### config.mk
export PLATFORM = sky130hd
export DESIGN_NAME = exception_sequencer_flat
export DESIGN_NICKNAME = d
export VERILOG_FILES = /design/src/rtl/exc_pkg.sv /design/src/rtl/exception_sequencer_if.sv /design/src/rtl/exc_priority_enc.sv /design/src/rtl/exception_sequencer.sv /design/src/flat_wrapper.sv
export SDC_FILE = /design/constraint.sdc
export NUM_CORES = 1
export LEC_CHECK = 0
export BUFFER_PORTS_ARGS = -buffer_cell sky130_fd_sc_hd__buf_4
export CORE_MARGIN = 2
export CORE_UTILIZATION = 35
export CTS_CLUSTER_DIAMETER = 150
export DETAILED_ROUTE_END_ITERATION = 10
export PLACE_DENSITY = 0.67
export SETUP_SLACK_MARGIN = 0.02
export SYNTH_ARGS = -nofsm -noshare
export SYNTH_HDL_FRONTEND = slang
export SYNTH_HIERARCHICAL = 1
export SYNTH_SLANG_ARGS = --single-unit
export TNS_END_PERCENT = 30
### constraint.sdc
create_clock -name clk -period 2.9 [get_ports clk]
set_clock_uncertainty 0.1 [all_clocks]
set_input_delay 0.435 -clock clk [delete_from_list [all_inputs] [get_ports clk]]
set_output_delay 0.435 -clock clk [all_outputs]
set_load 0.01 [all_outputs]
### src/rtl/exc_pkg.sv
// Shared types and constants for the exception sequencer: FSM states, cause codes and the
// little-endian byte-lane selector used when loading the handler address.
package exc_pkg;

  localparam int CAUSE_W = 2;

  localparam logic [CAUSE_W-1:0] CAUSE_OPCODE = 2'd0;
  localparam logic [CAUSE_W-1:0] CAUSE_OVFL   = 2'd1;
  localparam logic [CAUSE_W-1:0] CAUSE_DIV0   = 2'd2;

  typedef enum logic [2:0] {
    IDLE,
    SAVE,
    READ,
    LOAD,
    DONE
  } exc_state_e;

  // Lane 0 is the least significant byte of the memory word.
  function automatic logic [7:0] select_byte(input logic [31:0] word, input logic [1:0] lane);
    logic [7:0] b;
    case (lane)
      2'd0:    b = word[7:0];
      2'd1:    b = word[15:8];
      2'd2:    b = word[23:16];
      default: b = word[31:24];
    endcase
    return b;
  endfunction

endpackage

### src/rtl/exception_sequencer_if.sv
// Bus between the main datapath and the exception sequencer. The optional ExcCount output
// exists only when EXC_COUNT_EN is defined.
interface exception_sequencer_if;
  import exc_pkg::*;

  logic               exc_opcode;
  logic               exc_overflow;
  logic               exc_div_zero;
  logic [31:0]        pc_in;
  logic [31:0]        mem_data;

  logic               busy;
  logic               exc_mem_sel;
  logic [31:0]        exc_addr;
  logic               mem_read;
  logic               epc_write;
  logic [31:0]        epc_value;
  logic               cause_write;
  logic [CAUSE_W-1:0] cause;
  logic               pc_write;
  logic [31:0]        pc_value;
  logic               done;
`ifdef EXC_COUNT_EN
  logic [7:0]         exc_count;
`endif

  modport master (
`ifdef EXC_COUNT_EN
    input  exc_count,
`endif
    output exc_opcode, exc_overflow, exc_div_zero, pc_in, mem_data,
    input  busy, exc_mem_sel, exc_addr, mem_read, epc_write, epc_value,
    input  cause_write, cause, pc_write, pc_value, done
  );

  modport slave (
`ifdef EXC_COUNT_EN
    output exc_count,
`endif
    input  exc_opcode, exc_overflow, exc_div_zero, pc_in, mem_data,
    output busy, exc_mem_sel, exc_addr, mem_read, epc_write, epc_value,
    output cause_write, cause, pc_write, pc_value, done
  );

endinterface

### src/rtl/exc_priority_enc.sv
// Three-source exception priority encoder: divide-by-zero wins over overflow, which wins
// over invalid opcode.
module exc_priority_enc
  import exc_pkg::*;
(
  input  logic               exc_opcode,
  input  logic               exc_overflow,
  input  logic               exc_div_zero,
  output logic               valid,
  output logic [CAUSE_W-1:0] cause
);

  always_comb begin
    valid = exc_opcode | exc_overflow | exc_div_zero;
    cause = CAUSE_OPCODE;
    if (exc_div_zero) begin
      cause = CAUSE_DIV0;
    end else if (exc_overflow) begin
      cause = CAUSE_OVFL;
    end
  end

endmodule

### src/rtl/exception_sequencer.sv
// Multicycle exception sequencer: saves EPC/Cause, fetches the handler byte from the
// exception vector and loads it into PC. Define EXC_COUNT_EN to add the ExcCount output.
module exception_sequencer
  import exc_pkg::*;
#(
  parameter logic [31:0] VECTOR_BASE = 32'd253,
  parameter int          MEM_LAT     = 2
) (
  input  logic                  clk,
  input  logic                  rst,
  exception_sequencer_if.slave  bus
);

  localparam int                CNT_W    = (MEM_LAT > 1) ? $clog2(MEM_LAT) : 1;
  localparam logic [CNT_W-1:0]  CNT_LAST = CNT_W'(MEM_LAT - 1);

  exc_state_e         state_q, state_d;
  logic [CAUSE_W-1:0] cause_q, cause_d;
  logic [31:0]        epc_q, epc_d;
  logic [CNT_W-1:0]   cnt_q, cnt_d;

  logic busy_q, busy_d;
  logic exc_mem_sel_q, exc_mem_sel_d;
  logic mem_read_q, mem_read_d;
  logic epc_write_q, epc_write_d;
  logic cause_write_q, cause_write_d;
  logic pc_write_q, pc_write_d;
  logic done_q, done_d;

  logic               enc_valid;
  logic [CAUSE_W-1:0] enc_cause;
  logic [31:0]        exc_addr;

  exc_priority_enc u_prio (
    .exc_opcode   (bus.exc_opcode),
    .exc_overflow (bus.exc_overflow),
    .exc_div_zero (bus.exc_div_zero),
    .valid        (enc_valid),
    .cause        (enc_cause)
  );

  always_comb begin
    state_d = state_q;
    cause_d = cause_q;
    epc_d   = epc_q;
    cnt_d   = cnt_q;
    case (state_q)
      IDLE: begin
        if (enc_valid) begin
          state_d = SAVE;
          cause_d = enc_cause;
          epc_d   = bus.pc_in - 32'd4;
        end
      end
      SAVE: begin
        state_d = READ;
        cnt_d   = '0;
      end
      READ: begin
        if (cnt_q == CNT_LAST) begin
          cnt_d   = '0;
          state_d = LOAD;
        end else begin
          cnt_d = cnt_q + 1'b1;
        end
      end
      LOAD:    state_d = DONE;
      DONE:    state_d = IDLE;
      default: state_d = IDLE;
    endcase
  end

  // Strobes are decoded from the next state so they come straight out of flops.
  always_comb begin
    busy_d        = (state_d != IDLE);
    epc_write_d   = (state_d == SAVE);
    cause_write_d = (state_d == SAVE);
    mem_read_d    = (state_d == READ);
    exc_mem_sel_d = (state_d == READ) || (state_d == LOAD);
    pc_write_d    = (state_d == LOAD);
    done_d        = (state_d == DONE);
  end

  always_ff @(posedge clk or posedge rst) begin
    if (rst) begin
      state_q       <= IDLE;
      cause_q       <= CAUSE_OPCODE;
      epc_q         <= '0;
      cnt_q         <= '0;
      busy_q        <= 1'b0;
      exc_mem_sel_q <= 1'b0;
      mem_read_q    <= 1'b0;
      epc_write_q   <= 1'b0;
      cause_write_q <= 1'b0;
      pc_write_q    <= 1'b0;
      done_q        <= 1'b0;
    end else begin
      state_q       <= state_d;
      cause_q       <= cause_d;
      epc_q         <= epc_d;
      cnt_q         <= cnt_d;
      busy_q        <= busy_d;
      exc_mem_sel_q <= exc_mem_sel_d;
      mem_read_q    <= mem_read_d;
      epc_write_q   <= epc_write_d;
      cause_write_q <= cause_write_d;
      pc_write_q    <= pc_write_d;
      done_q        <= done_d;
    end
  end

`ifdef EXC_COUNT_EN
  logic [7:0] count_q, count_d;

  always_comb begin
    count_d = count_q;
    if ((state_q == IDLE) && (state_d == SAVE) && (count_q != 8'hFF)) begin
      count_d = count_q + 8'd1;
    end
  end

  always_ff @(posedge clk or posedge rst) begin
    if (rst) begin
      count_q <= 8'd0;
    end else begin
      count_q <= count_d;
    end
  end

  assign bus.exc_count = count_q;
`endif

  // Vector arithmetic wraps at 32 bits; the low two address bits pick the byte lane.
  assign exc_addr        = VECTOR_BASE + {{(32-CAUSE_W){1'b0}}, cause_q};
  assign bus.exc_addr    = exc_addr;
  assign bus.pc_value    = {24'b0, select_byte(bus.mem_data, exc_addr[1:0])};
  assign bus.epc_value   = epc_q;
  assign bus.cause       = cause_q;
  assign bus.busy        = busy_q;
  assign bus.exc_mem_sel = exc_mem_sel_q;
  assign bus.mem_read    = mem_read_q;
  assign bus.epc_write   = epc_write_q;
  assign bus.cause_write = cause_write_q;
  assign bus.pc_write    = pc_write_q;
  assign bus.done        = done_q;

endmodule
### src/flat_wrapper.sv
// flat-port wrapper written by rule: the top's interface ports become plain ports
module exception_sequencer_flat import exc_pkg::*;
#(
  parameter logic [31:0] VECTOR_BASE = 32'd253,
  parameter int          MEM_LAT     = 2
)
  (clk, rst, bus_exc_opcode, bus_exc_overflow, bus_exc_div_zero, bus_pc_in, bus_mem_data, bus_busy, bus_exc_mem_sel, bus_exc_addr, bus_mem_read, bus_epc_write, bus_epc_value, bus_cause_write, bus_cause, bus_pc_write, bus_pc_value, bus_done);
  exception_sequencer_if bus_i ();
  input  logic clk;
  input  logic rst;
  input wire logic [$bits(bus_i.exc_opcode)-1:0] bus_exc_opcode;
  input wire logic [$bits(bus_i.exc_overflow)-1:0] bus_exc_overflow;
  input wire logic [$bits(bus_i.exc_div_zero)-1:0] bus_exc_div_zero;
  input wire logic [$bits(bus_i.pc_in)-1:0] bus_pc_in;
  input wire logic [$bits(bus_i.mem_data)-1:0] bus_mem_data;
  output wire logic [$bits(bus_i.busy)-1:0] bus_busy;
  output wire logic [$bits(bus_i.exc_mem_sel)-1:0] bus_exc_mem_sel;
  output wire logic [$bits(bus_i.exc_addr)-1:0] bus_exc_addr;
  output wire logic [$bits(bus_i.mem_read)-1:0] bus_mem_read;
  output wire logic [$bits(bus_i.epc_write)-1:0] bus_epc_write;
  output wire logic [$bits(bus_i.epc_value)-1:0] bus_epc_value;
  output wire logic [$bits(bus_i.cause_write)-1:0] bus_cause_write;
  output wire logic [$bits(bus_i.cause)-1:0] bus_cause;
  output wire logic [$bits(bus_i.pc_write)-1:0] bus_pc_write;
  output wire logic [$bits(bus_i.pc_value)-1:0] bus_pc_value;
  output wire logic [$bits(bus_i.done)-1:0] bus_done;
  assign bus_i.exc_opcode = bus_exc_opcode;
  assign bus_i.exc_overflow = bus_exc_overflow;
  assign bus_i.exc_div_zero = bus_exc_div_zero;
  assign bus_i.pc_in = bus_pc_in;
  assign bus_i.mem_data = bus_mem_data;
  assign bus_busy = bus_i.busy;
  assign bus_exc_mem_sel = bus_i.exc_mem_sel;
  assign bus_exc_addr = bus_i.exc_addr;
  assign bus_mem_read = bus_i.mem_read;
  assign bus_epc_write = bus_i.epc_write;
  assign bus_epc_value = bus_i.epc_value;
  assign bus_cause_write = bus_i.cause_write;
  assign bus_cause = bus_i.cause;
  assign bus_pc_write = bus_i.pc_write;
  assign bus_pc_value = bus_i.pc_value;
  assign bus_done = bus_i.done;
  exception_sequencer #(.VECTOR_BASE(VECTOR_BASE), .MEM_LAT(MEM_LAT)) u_core (.clk(clk), .rst(rst), .bus(bus_i));
endmodule
# Word-level counts from Yosys, hierarchy flattened
# Cells that the tools add are included.
[word_totals]
ff_bits = 44
in_bits = 69
output_inout_bits = 105
elab_cells = 38
[op_classes]
add_sub_neg = 3
eq_ne = 9
mux = 8
bitwise_logic = 2
n_reduce_logical = 6
[ops]
columns = ["cell", "n"]
rows = [
  ["32-bit by 3-bit subtractor with 32-bit output, second input constant", 1],
  ["8-bit one-hot mux with 3 select lines", 1],
  ["3-bit by 2-bit == test with 1-bit output, second input constant", 4],
  ["3-bit one-hot mux with 4 select lines", 1],
  ["8-bit by 2-bit adder with 9-bit output, first input constant", 1],
  ["3-bit by 1-bit == test with 1-bit output, second input constant", 2],
  ["3-bit two-way mux", 2],
  ["3-bit == test, second input constant", 1],
  ["3-bit zero test", 1],
  ["3-bit nonzero test", 1],
  ["2-bit by 1-bit == test with 1-bit output, second input constant", 1],
  ["2-bit == test, second input constant", 1],
  ["2-bit zero test", 1],
  ["1-bit two-way mux", 2],
  ["2-bit two-way mux", 1],
  ["1-bit bitwise OR", 2],
  ["1-bit one-hot mux with 2 select lines", 1],
  ["2-bit AND reduction", 1],
  ["2-bit nonzero test", 1],
  ["1-bit adder, second input constant", 1],
  ["1-bit logical OR", 1],
]

# Logic depth before layout (Yosys ltp)
# Gate-level depths: netlist of run 1.
[depth]
ltp_word = 6
mapped_depth = 7
ltp_nobuf = 7

# Modules after synthesis
# The synthesis of run 1 kept the hierarchy.
[modules_own_cells]
columns = ["mod", "n_inst", "cells_each", "area_per_inst_um2", "seq_area_each_um2"]
rows = [
  ["exception_sequencer", 1, 309, 2808.9, 1101.1],
  ["exc_priority_enc", 1, 3, 20.0, 0.0],
]

# Worst setup path after synthesis of run 1
# OpenSTA, ideal clock, no wires.
[synth_path]
path_type = "flip-flop to output port"
start = "reg u_core.cause_q[0] (netlist: u_core/bus.cause[0])"
end = "out bus_pc_value[0]"
arrival_ns = 1.452
t_required_ns = 2.365
setup_slack_ns = 0.913
path_stages_with_launch = 5
n_path_buf = 1
cell_sequence = "dfrtp_1 -> inv_1 -> ha_1 -> clkbuf_1 -> mux2i_1"
[synth_via]
elab_chain_cells = 3
word_cells_on_any_way = 5
cone_classes = "1 x add/sub; 2 x eq/ne; 1 x mux; 1 x reduce/logical"
[synth_lines]
columns = ["item", "line_no", "text"]
rows = [
  ["start: declaration", "exception_sequencer.sv:18", "logic [CAUSE_W-1:0] cause_q, cause_d;"],
  ["start signal: assignment", "exception_sequencer.sv:99", "cause_q <= cause_d;"],
  ["8-bit by 2-bit adder with 9-bit output *", "exception_sequencer.sv:134", "assign exc_addr = VECTOR_BASE + {{(32-CAUSE_W){1'b0}}, cause_q};"],
  ["via bus_exc_addr[0]", "flat_wrapper.sv:18", "output wire logic [$bits(bus_i.exc_addr)-1:0] bus_exc_addr;"],
  ["2-bit == test (tied with other cells)", "exc_pkg.sv:22", "case (lane)"],
  ["8-bit one-hot mux with 3 select lines *", "exc_pkg.sv:22", ""],
  ["end: declaration", "flat_wrapper.sv:25", "output wire logic [$bits(bus_i.pc_value)-1:0] bus_pc_value;"],
]
# The timed path passes the listed nets; every way through them passes the cells marked *.

# Final worst setup path of run 1
[layout_path]
start = "reg u_core.cause_q[0] (netlist: u_core/bus.cause[0])"
end = "out bus_pc_value[3]"
[layout_via]
elab_chain_cells = 3
word_cells_on_any_way = 5
cone_classes = "1 x add/sub; 2 x eq/ne; 1 x mux; 1 x reduce/logical"
[layout_lines]
columns = ["item", "line_no"]
rows = [
  ["8-bit by 2-bit adder with 9-bit output *", "exception_sequencer.sv:134"],
  ["2-bit == test (tied with other cells)", "exc_pkg.sv:22"],
  ["8-bit one-hot mux with 3 select lines *", "exc_pkg.sv:22"],
]
# Mark *: on every way between the ends. The rest lies on a longest branch, timed or not.

==> results.txt, run 1 <==
The all-layer global routing usage came out at 0.149. The worst setup timing slack at the placement stage is 0.546 ns. Among all stages on the critical path, the largest delay is contributed by sky130_fd_sc_hd__dfrtp_1. The total power density per cell area is 875 nW/um^2. Of the post-synthesis cell area, the dominant cell type holds 0.389.

Among all flip-flop cells after synthesis, the most frequent one is sky130_fd_sc_hd__dfrtp_1. Across the run, the number of max-cap violations was 0. The cell-internal power came out at 1.99 mW.

The area of the die came out at 8820 sq um. The average footprint of a synthesized cell came out at 9.07 sq um. By area the synthesized netlist is led by sky130_fd_sc_hd__dfrtp_1 (39%), sky130_fd_sc_hd__buf_4 (14%), sky130_fd_sc_hd__xnor2_1 (7.1%). The switching share of power is 0.394. In the final routed layout, each cell accounts on average for 12.9 microns.

The share of post-route cells with drive strength above 1 came out at 0.344. The largest total area in the synthesized netlist belongs to sky130_fd_sc_hd__dfrtp_1. The sum of net half-perimeters after detailed placement is 5470 microns. For this run, the number of standard cells in the final layout without fillers is 529.

From synthesis to final layout, the design area changed by 32.4%. Setup repair after global routing left no endpoint under its margin. The post-layout minimum cycle time is 2.40 ns. The antenna diode count came out at 0. The chip height came out at 93.9 microns. The synthesized netlist contains 35 unique library cells. The number of iterations in the first detailed-routing pass came out at 4.

The achievable frequency came out at 0.417 GHz. The number of remaining DRC errors is 0. The pin count of the biggest net entering global routing came out at 58. The I/O pin count is 174. The placeable core area is 7770 sq um.

The cell chosen for the clock root is sky130_fd_sc_hd__clkbuf_8. The run finished with clean final reports. The number of max-slew violations in the final report came out at 0.

Clock latency on the worst-skew pair, taken at its later pin, is 0.29 ns. The Yosys warning count came out at 6. The total negative slack came out at 0 ns. The total number of clock tree sinks is 44.

TritonCTS built the clock tree. Clock-pin slew was measured on the worst setup and hold paths at 0.08 ns. The leading cell type in the layout, fill and taps excluded is sky130_fd_sc_hd__buf_4. For this configuration, the core starts out at a cell density of 0.364.

Setup violations remaining at the end of the flow were counted as 0. The count of endpoints failing hold in the final timing report is 0. Of the synthesized area, sequential elements account for 0.389. The area of all placed cells without fillers is 3740 sq um. The leakage power of the design is 1.85 nW. The horizontal die dimension is 93.9 microns. The initial antenna violation count is 0. The delay of the slowest cell on the worst path is 0.44 ns.

The wire length reported by the detailed router came out at 6810 microns. The fraction of registers with async set or reset after synthesis came out at 1.00. The kind of end point of the critical path is a primary output.

The global placement routability congestion is 0.791. The remaining global-route overflow is 0. Once detail routing completed, the nets flagged for antenna violations numbered 0. Post-CTS timing repair inserted 0 buffers for setup. Along the worst path, the maximum fanout reaches 8. Of the available clock period, the critical path in the final layout requires 0.828. The cell area after placement came out at 3640 sq um. The switching power of the nets came out at 1.29 mW.

After detailed routing, the number of vias per cell comes to 4.49. The cell area after synthesis is 2830 sq um. The signal on the critical path passes through inv_1, ha_1, a222oi_1, mux2i_1, buf_4. The count of cells resized by post-cts repair is 0.

The worst setup slack after layout came out at 0.500 ns. The count of input and output buffers came out at 126. The post-placement cell count came out at 521. The first-pass GRT wire length came out at 10,400 microns. The worst setup path is launched from a flop. The worst path buffer plus inverter count came out at 2.

Counting flops with a built-in enable in the synthesized netlist gives 0. The synthesized instance count is 312. The relative contribution of sequential cells to total power came out at 0.334. The critical path is of the reg -> out type. The TritonCTS buffer count is 5. The final layout net count is 501. The maximum resistive drop on vdd came out at 349 uV. The endpoint required time on the critical path is 2.37 ns. Synthesis inferred 44 register bits. The actual transition at the worst max-transition pin is 0.917 ns. The maximum root-to-sink buffer count came out at 2. The count of routing violations after the opening detailed-route iteration is 55.

The tightest hold margin is 0.241 ns. In this design, the largest share of critical-path delay is due to flip-flops. Leaving out fill and tap cells, the most frequent cells in the layout are sky130_fd_sc_hd__buf_4 (127), sky130_fd_sc_hd__conb_1 (47), sky130_fd_sc_hd__dfrtp_1 (44).

The count of hold-fix buffers inserted at cts came out at 0. The share of total power in the clock network came out at 0.141. STA puts the critical path data arrival time at 1.87 ns. The via count of the first global-routing pass was 2,220.

The worst hold path belongs to the class in -> async. The floorplan has 32 rows. Summing over every cut layer, the via total after detailed routing is 2,377.

The relative max-transition margin came out at 0.388. The number of levels in the clock H-tree came out at 2. The share of total power dissipated in combinational logic is 0.525.
[power groups by stage]
stage | sequential [mW] | clock (mW) | combinational [mW]
after global routing | 1.14 | 0.503 | 1.92
after floorplan | 1.21 | 0 | 0.856
after detailed placement | 1.11 | 0 | 1.76
after CTS | 1.10 | 0.482 | 1.75
after global placement | 1.10 | 0 | 1.73
final | 1.09 | 0.462 | 1.72
[per-stage QoR]
stage / utilization / power (mW)
finish: 0.482 / 3.28
global placement: 0.468 / 2.83
CTS: 0.482 / 3.34
detailed placement: 0.468 / 2.87
global route: 0.482 / 3.56
floorplan: - / 2.06
[final cells by class]
type	count	area, sq um
clock buffers	6	72.6
clock inverters	2	35.0
fillers	773	4020
inverters	18	67.6
multi-input cells	230	1390
flip-flops and latches	44	1100
well taps	102	128
repair buffers	127	953
[cell usage after synthesis (3+ instances only)]
| library cell | n |
|---|---|
| sky130_fd_sc_hd__buf_4 | 54 |
| sky130_fd_sc_hd__dfrtp_1 | 44 |
| sky130_fd_sc_hd__nand2_1 | 41 |
| sky130_fd_sc_hd__o21ai_0 | 26 |
| sky130_fd_sc_hd__xnor2_1 | 23 |
| sky130_fd_sc_hd__inv_1 | 18 |
| sky130_fd_sc_hd__nor2_1 | 15 |
| sky130_fd_sc_hd__nor3_1 | 13 |
| sky130_fd_sc_hd__clkbuf_1 | 11 |
| sky130_fd_sc_hd__a222oi_1 | 8 |
| sky130_fd_sc_hd__mux2i_1 | 8 |
| sky130_fd_sc_hd__nor4_1 | 7 |
| sky130_fd_sc_hd__ha_1 | 6 |
| sky130_fd_sc_hd__or3_1 | 4 |
| sky130_fd_sc_hd__o21ai_1 | 3 |
| sky130_fd_sc_hd__or4_4 | 3 |
| sky130_fd_sc_hd__xor2_1 | 3 |
[flip-flops by register name, indices dropped and copies added, names as in the netlist]
signal,count
u_core/bus.epc_value,32
u_core/state_q,3
u_core/bus.cause,2
u_core/bus.busy,1
u_core/bus.cause_write,1
u_core/bus.done,1
u_core/bus.exc_mem_sel,1
u_core/bus.mem_read,1
u_core/bus.pc_write,1
u_core/cnt_q,1
[path summary, 6_finish.rpt]
check,depth (start not counted),slack (ns),to,from
max,5,0.50,bus_pc_value[3],u_core/bus.cause[0]$_DFFE_PP0P_
min,2,0.24,u_core/bus.pc_write$_DFF_PP0_,rst
max reg2reg,5,1.12,u_core/bus.busy$_DFF_PP0_,u_core/state_q[2]$_DFF_PP0_
min reg2reg,2,0.38,u_core/bus.epc_value[7]$_DFFE_PP0P_,u_core/bus.epc_value[7]$_DFFE_PP0P_
max in group asynchronous,2,1.87,u_core/bus.epc_value[3]$_DFFE_PP0P_,rst
min in group clk,3,0.24,u_core/bus.epc_value[1]$_DFFE_PP0P_,bus_pc_in[1]
[kinds of logic (layout without fill, tap and decap cells)]
| group | Yosys count | after routing | share of synthesized area |
|---|---|---|---|
| adder cells (fa/ha/maj) | 6 | 6 | 0.0265 |
| XOR/XNOR | 26 | 26 | 0.0805 |
| other | 1 | 47 | 0.00133 |
| multiplexers | 8 | 8 | 0.0283 |
| AO/OA/AOI/OAI | 45 | 45 | 0.0995 |
| buffers and inverters | 84 | 153 | 0.183 |
| flip-flops | 44 | 44 | 0.389 |
| AND/OR/NAND/NOR | 98 | 98 | 0.192 |
[layer usage]
layer | share of wire | vias up | global-route usage | routed length (microns)
li1 | - | 1183 | - | -
met1 | 0.37 | 1070 | 0.164 | 2540
met2 | 0.49 | 118 | 0.271 | 3330
met3 | 0.13 | 6 | 0.0586 | 887
met4 | 0.0075 | 0 | 0.0326 | 51
met5 | 0 | - | 0 | 0
(Power assumes the default switching activity.)
==> run 2, diff against run 1 <==
Settings changed: PLACE_DENSITY 0.67 to 0.7.
Clock period 2.9 ns to 2.1 ns, I/O delays scaled along.
==> run 2 against run 1 <==
The flow now finishes with violations (negative setup slack). Highest routed layer unchanged. Combinational power up 52%. Largest power group unchanged. Via count increased by 3.7%. Utilization rose by 1.7 points. Final area up 3.4%. Power up 42%. Critical endpoint is now bus_pc_value[2]. First-iteration DRC count increased by 25%. Largest cell class unchanged. Clock power increased by 15%.
==> results.txt, run 2 (synthesized netlist as in run 1, its figures left out) <==
The flow ran to the end, but the final reports show violations. The final reports fail on negative setup slack. The wire length reported by the detailed router is 7170 microns (+5.4%).

The endpoint required time on the critical path came out at 1.68 ns (-0.69 ns). The worst setup path category is reg -> out. The initial standard-cell utilization of the core was 0.364 (unchanged). The remaining global-route overflow is 0 (unchanged). Setup repair after global routing could not meet its margin everywhere. The I/O pin count came out at 174 (unchanged). The final cell utilization of the core came out at 0.499 (+0.0166). The count of endpoints failing hold in the final timing report came out at 0 (unchanged). Leaving out fill and tap cells, the most frequent cells in the layout are sky130_fd_sc_hd__buf_4 (136), sky130_fd_sc_hd__conb_1 (47), sky130_fd_sc_hd__dfrtp_1 (43). The horizontal die dimension is 93.9 microns (unchanged).

The all-layer global routing usage came out at 0.155 (+0.00518). The tightest hold margin came out at 0.112 ns (-0.129 ns). The switching power of the nets was 1.85 mW (+44%). The maximum resistive drop on vdd came to 608 uV (+74%).

The maximum root-to-sink buffer count came out at 2 (unchanged). The post-layout minimum cycle time came out at 2.15 ns. The relative max-transition margin is 0.653 (+0.265). The count of routing violations after the opening detailed-route iteration is 69 (+25%). The relative contribution of sequential cells to total power came to 0.325 (-0.009).

The placeable core area is 7770 sq um (unchanged). The kind of end point of the critical path is a primary output. The final layout net count came to 514 (+2.6%). The cell-internal power came out at 2.81 mW (+41%). The antenna diode count came out at 0 (unchanged). The number of max-cap violations is 0 (unchanged). The biggest fanout along the worst timing path came to 8 (unchanged). The total number of clock tree sinks is 44 (unchanged). The area of the die came out at 8820 sq um (unchanged).

The share of total power in the clock network is 0.114 (-0.027). The data arrival at the endpoint of the critical path is 1.74 ns (-0.13 ns). The library cell used most frequently in the layout, excluding fill and tap cells, is sky130_fd_sc_hd__buf_4. The via count of the first global-routing pass is 2,229 (+0.41%). The cell area after placement was 3700 sq um (+1.7%). The actual transition at the worst max-transition pin is 0.521 ns (-0.396 ns). The sum of net half-perimeters after detailed placement is 5640 microns (+2.9%).

The worst setup timing slack at the placement stage came out at 0.00375 ns (-0.542 ns). The cell chosen for the clock root is sky130_fd_sc_hd__clkbuf_8. The TritonCTS buffer count was 5 (unchanged).

The leakage power of the design came out at 1.91 nW (+2.9%). The switching share of power came out at 0.398 (+0.00371). The share of post-route cells with drive strength above 1 was 0.377 (+0.0330).

The initial antenna violation count came out at 0 (unchanged). The number of flip-flops under the largest register name came out at 32 (unchanged). The post-placement cell count came to 529 (+1.5%). The area of all placed cells without fillers came to 3870 sq um (+3.4%). Dividing the final minimum period by the clock period gives 1.02. The chip height came out at 93.9 microns (unchanged). The global placement routability congestion came out at 0.767 (-3.0%).

The routed via count came out at 2,466 (+3.7%). The routed wirelength normalized by instance count came out at 13.2 microns (+2.8%). The number of remaining DRC errors came out at 0 (unchanged). The number of setup violations in the final report is 4 (+4). The total number of placement rows is 32 (unchanged).

The total power density per cell area is 1200 nW/um^2 (+37%). The number of iterations in the first detailed-routing pass is 4 (unchanged). The first-pass GRT wire length was 10,600 microns (+1.4%). The combinational share of power is 0.561 (+0.036). The growth of design area from synthesis to finish is 36.9%. The count of input and output buffers came to 126 (unchanged). The number of max-slew violations in the final report came out at 0 (unchanged). The final non-filler cell total came to 542 (+2.5%).

The number of levels in the clock H-tree came to 2 (unchanged). The post-route antenna net violation count came out at 0 (unchanged). The final-layout fill cell count came out at 755 (-2.3%). The clock tree from TritonCTS is yes. The number of vias per cell after detailed routing came out at 4.55 (+1.3%). The worst setup slack after layout came out at -0.0522 ns (-0.552 ns). The critical path launch point type is a flop. The pin count of the biggest net entering global routing was 58 (unchanged). The min-delay analysis places its worst path in the category in -> reg. The achievable frequency is 0.465 GHz. The clock latency at the later pin of the worst-skew pair came out at 0.29 ns (about the same).

The clock-pin transition on the worst setup and hold timing paths came out at 0.07 ns (about the same).
[run 2: cell count changes in the layout (fill, tap and decap cells not counted), moves of 2 or more]
cell,previous run,this run
sky130_fd_sc_hd__buf_4,127,136
sky130_fd_sc_hd__buf_6,0,3
sky130_fd_sc_hd__ha_1,6,3
sky130_fd_sc_hd__ha_2,0,2
sky130_fd_sc_hd__inv_1,17,15
sky130_fd_sc_hd__inv_2,1,3
sky130_fd_sc_hd__mux2i_1,8,6
[run 2: worst max-delay path, stage by stage, from the launching register on]
cell and delay [ns]:
sky130_fd_sc_hd__dfrtp_1 0.40, sky130_fd_sc_hd__inv_2 0.08, sky130_fd_sc_hd__ha_4 0.20, sky130_fd_sc_hd__buf_6 0.12, sky130_fd_sc_hd__a222oi_1 0.36, sky130_fd_sc_hd__mux2i_1 0.13, sky130_fd_sc_hd__buf_4 0.16
[run 2: timing repair]
action                                  4_1_cts  5_1_grt
hold buffers                                  1        0
pin swaps                                     3        3
hold endpoints to repair                      9        0
buffers inserted                              4        0
gates cloned                                  0        0
gates resized for setup                      10        3
endpoints found under the setup margin        8        8
[run 2: cell type report]
class	instances	area, sq um	share of cell area
clock buffer	8	90.1	0.0233
timing repair buffer	140	1060	0.275
sequential	44	1100	0.285
inverter	18	67.6	0.0174
multi-input combinational	230	1420	0.367
tap	102	128	0.0329
[run 2: routing by layer]
metal	GRT usage	share of wire
met4	0.0435	0.012
met3	0.0449	0.098
met5	0	0
met1	0.172	0.37
met2	0.285	0.52
[run 2: final timing paths]
| path | endpoint | slack [ns] | startpoint | cells past startpoint |
|---|---|---|---|---|
| setup / recovery | bus_pc_value[2] | -0.05 | u_core/bus.cause[1]$_DFFE_PP0P_ | 6 |
| setup reg to reg | u_core/bus.busy$_DFF_PP0_ | 0.43 | u_core/state_q[2]$_DFF_PP0_ | 4 |
| max in group asynchronous | u_core/bus.epc_value[4]$_DFFE_PP0P_ | 0.98 | rst | 4 |
| hold / removal | u_core/bus.epc_value[0]$_DFFE_PP0P_ | 0.11 | bus_pc_in[0] | 3 |
| hold reg to reg | u_core/bus.epc_value[6]$_DFFE_PP0P_ | 0.38 | u_core/bus.epc_value[6]$_DFFE_PP0P_ | 2 |
| min in group asynchronous | u_core/bus.epc_value[18]$_DFFE_PP0P_ | 0.39 | rst | 3 |
[run 2: power groups by stage]
| stage | Combinational, mW | Sequential [mW] | Clock (mW) |
|---|---|---|---|
| CTS | 2.63 | 1.52 | 0.557 |
| detailed placement | 2.48 | 1.53 | 0 |
| floorplan | 1.18 | 1.67 | 0 |
| finish | 2.61 | 1.51 | 0.533 |
| global route | 2.87 | 1.57 | 0.605 |
| global placement | 2.44 | 1.51 | 0 |
[run 2: stage by stage]
| step | power (mW) | setup TNS (ns) |
|---|---|---|
| 4_1_cts | 4.70 | -0.173 |
| 3_3_place_gp | 3.96 | 0 |
| 2_1_floorplan | 2.85 | 0 |
| 3_5_place_dp | 4.02 | 0 |
| 5_1_grt | 5.05 | -0.581 |
| 6_report | 4.66 | -0.0990 |
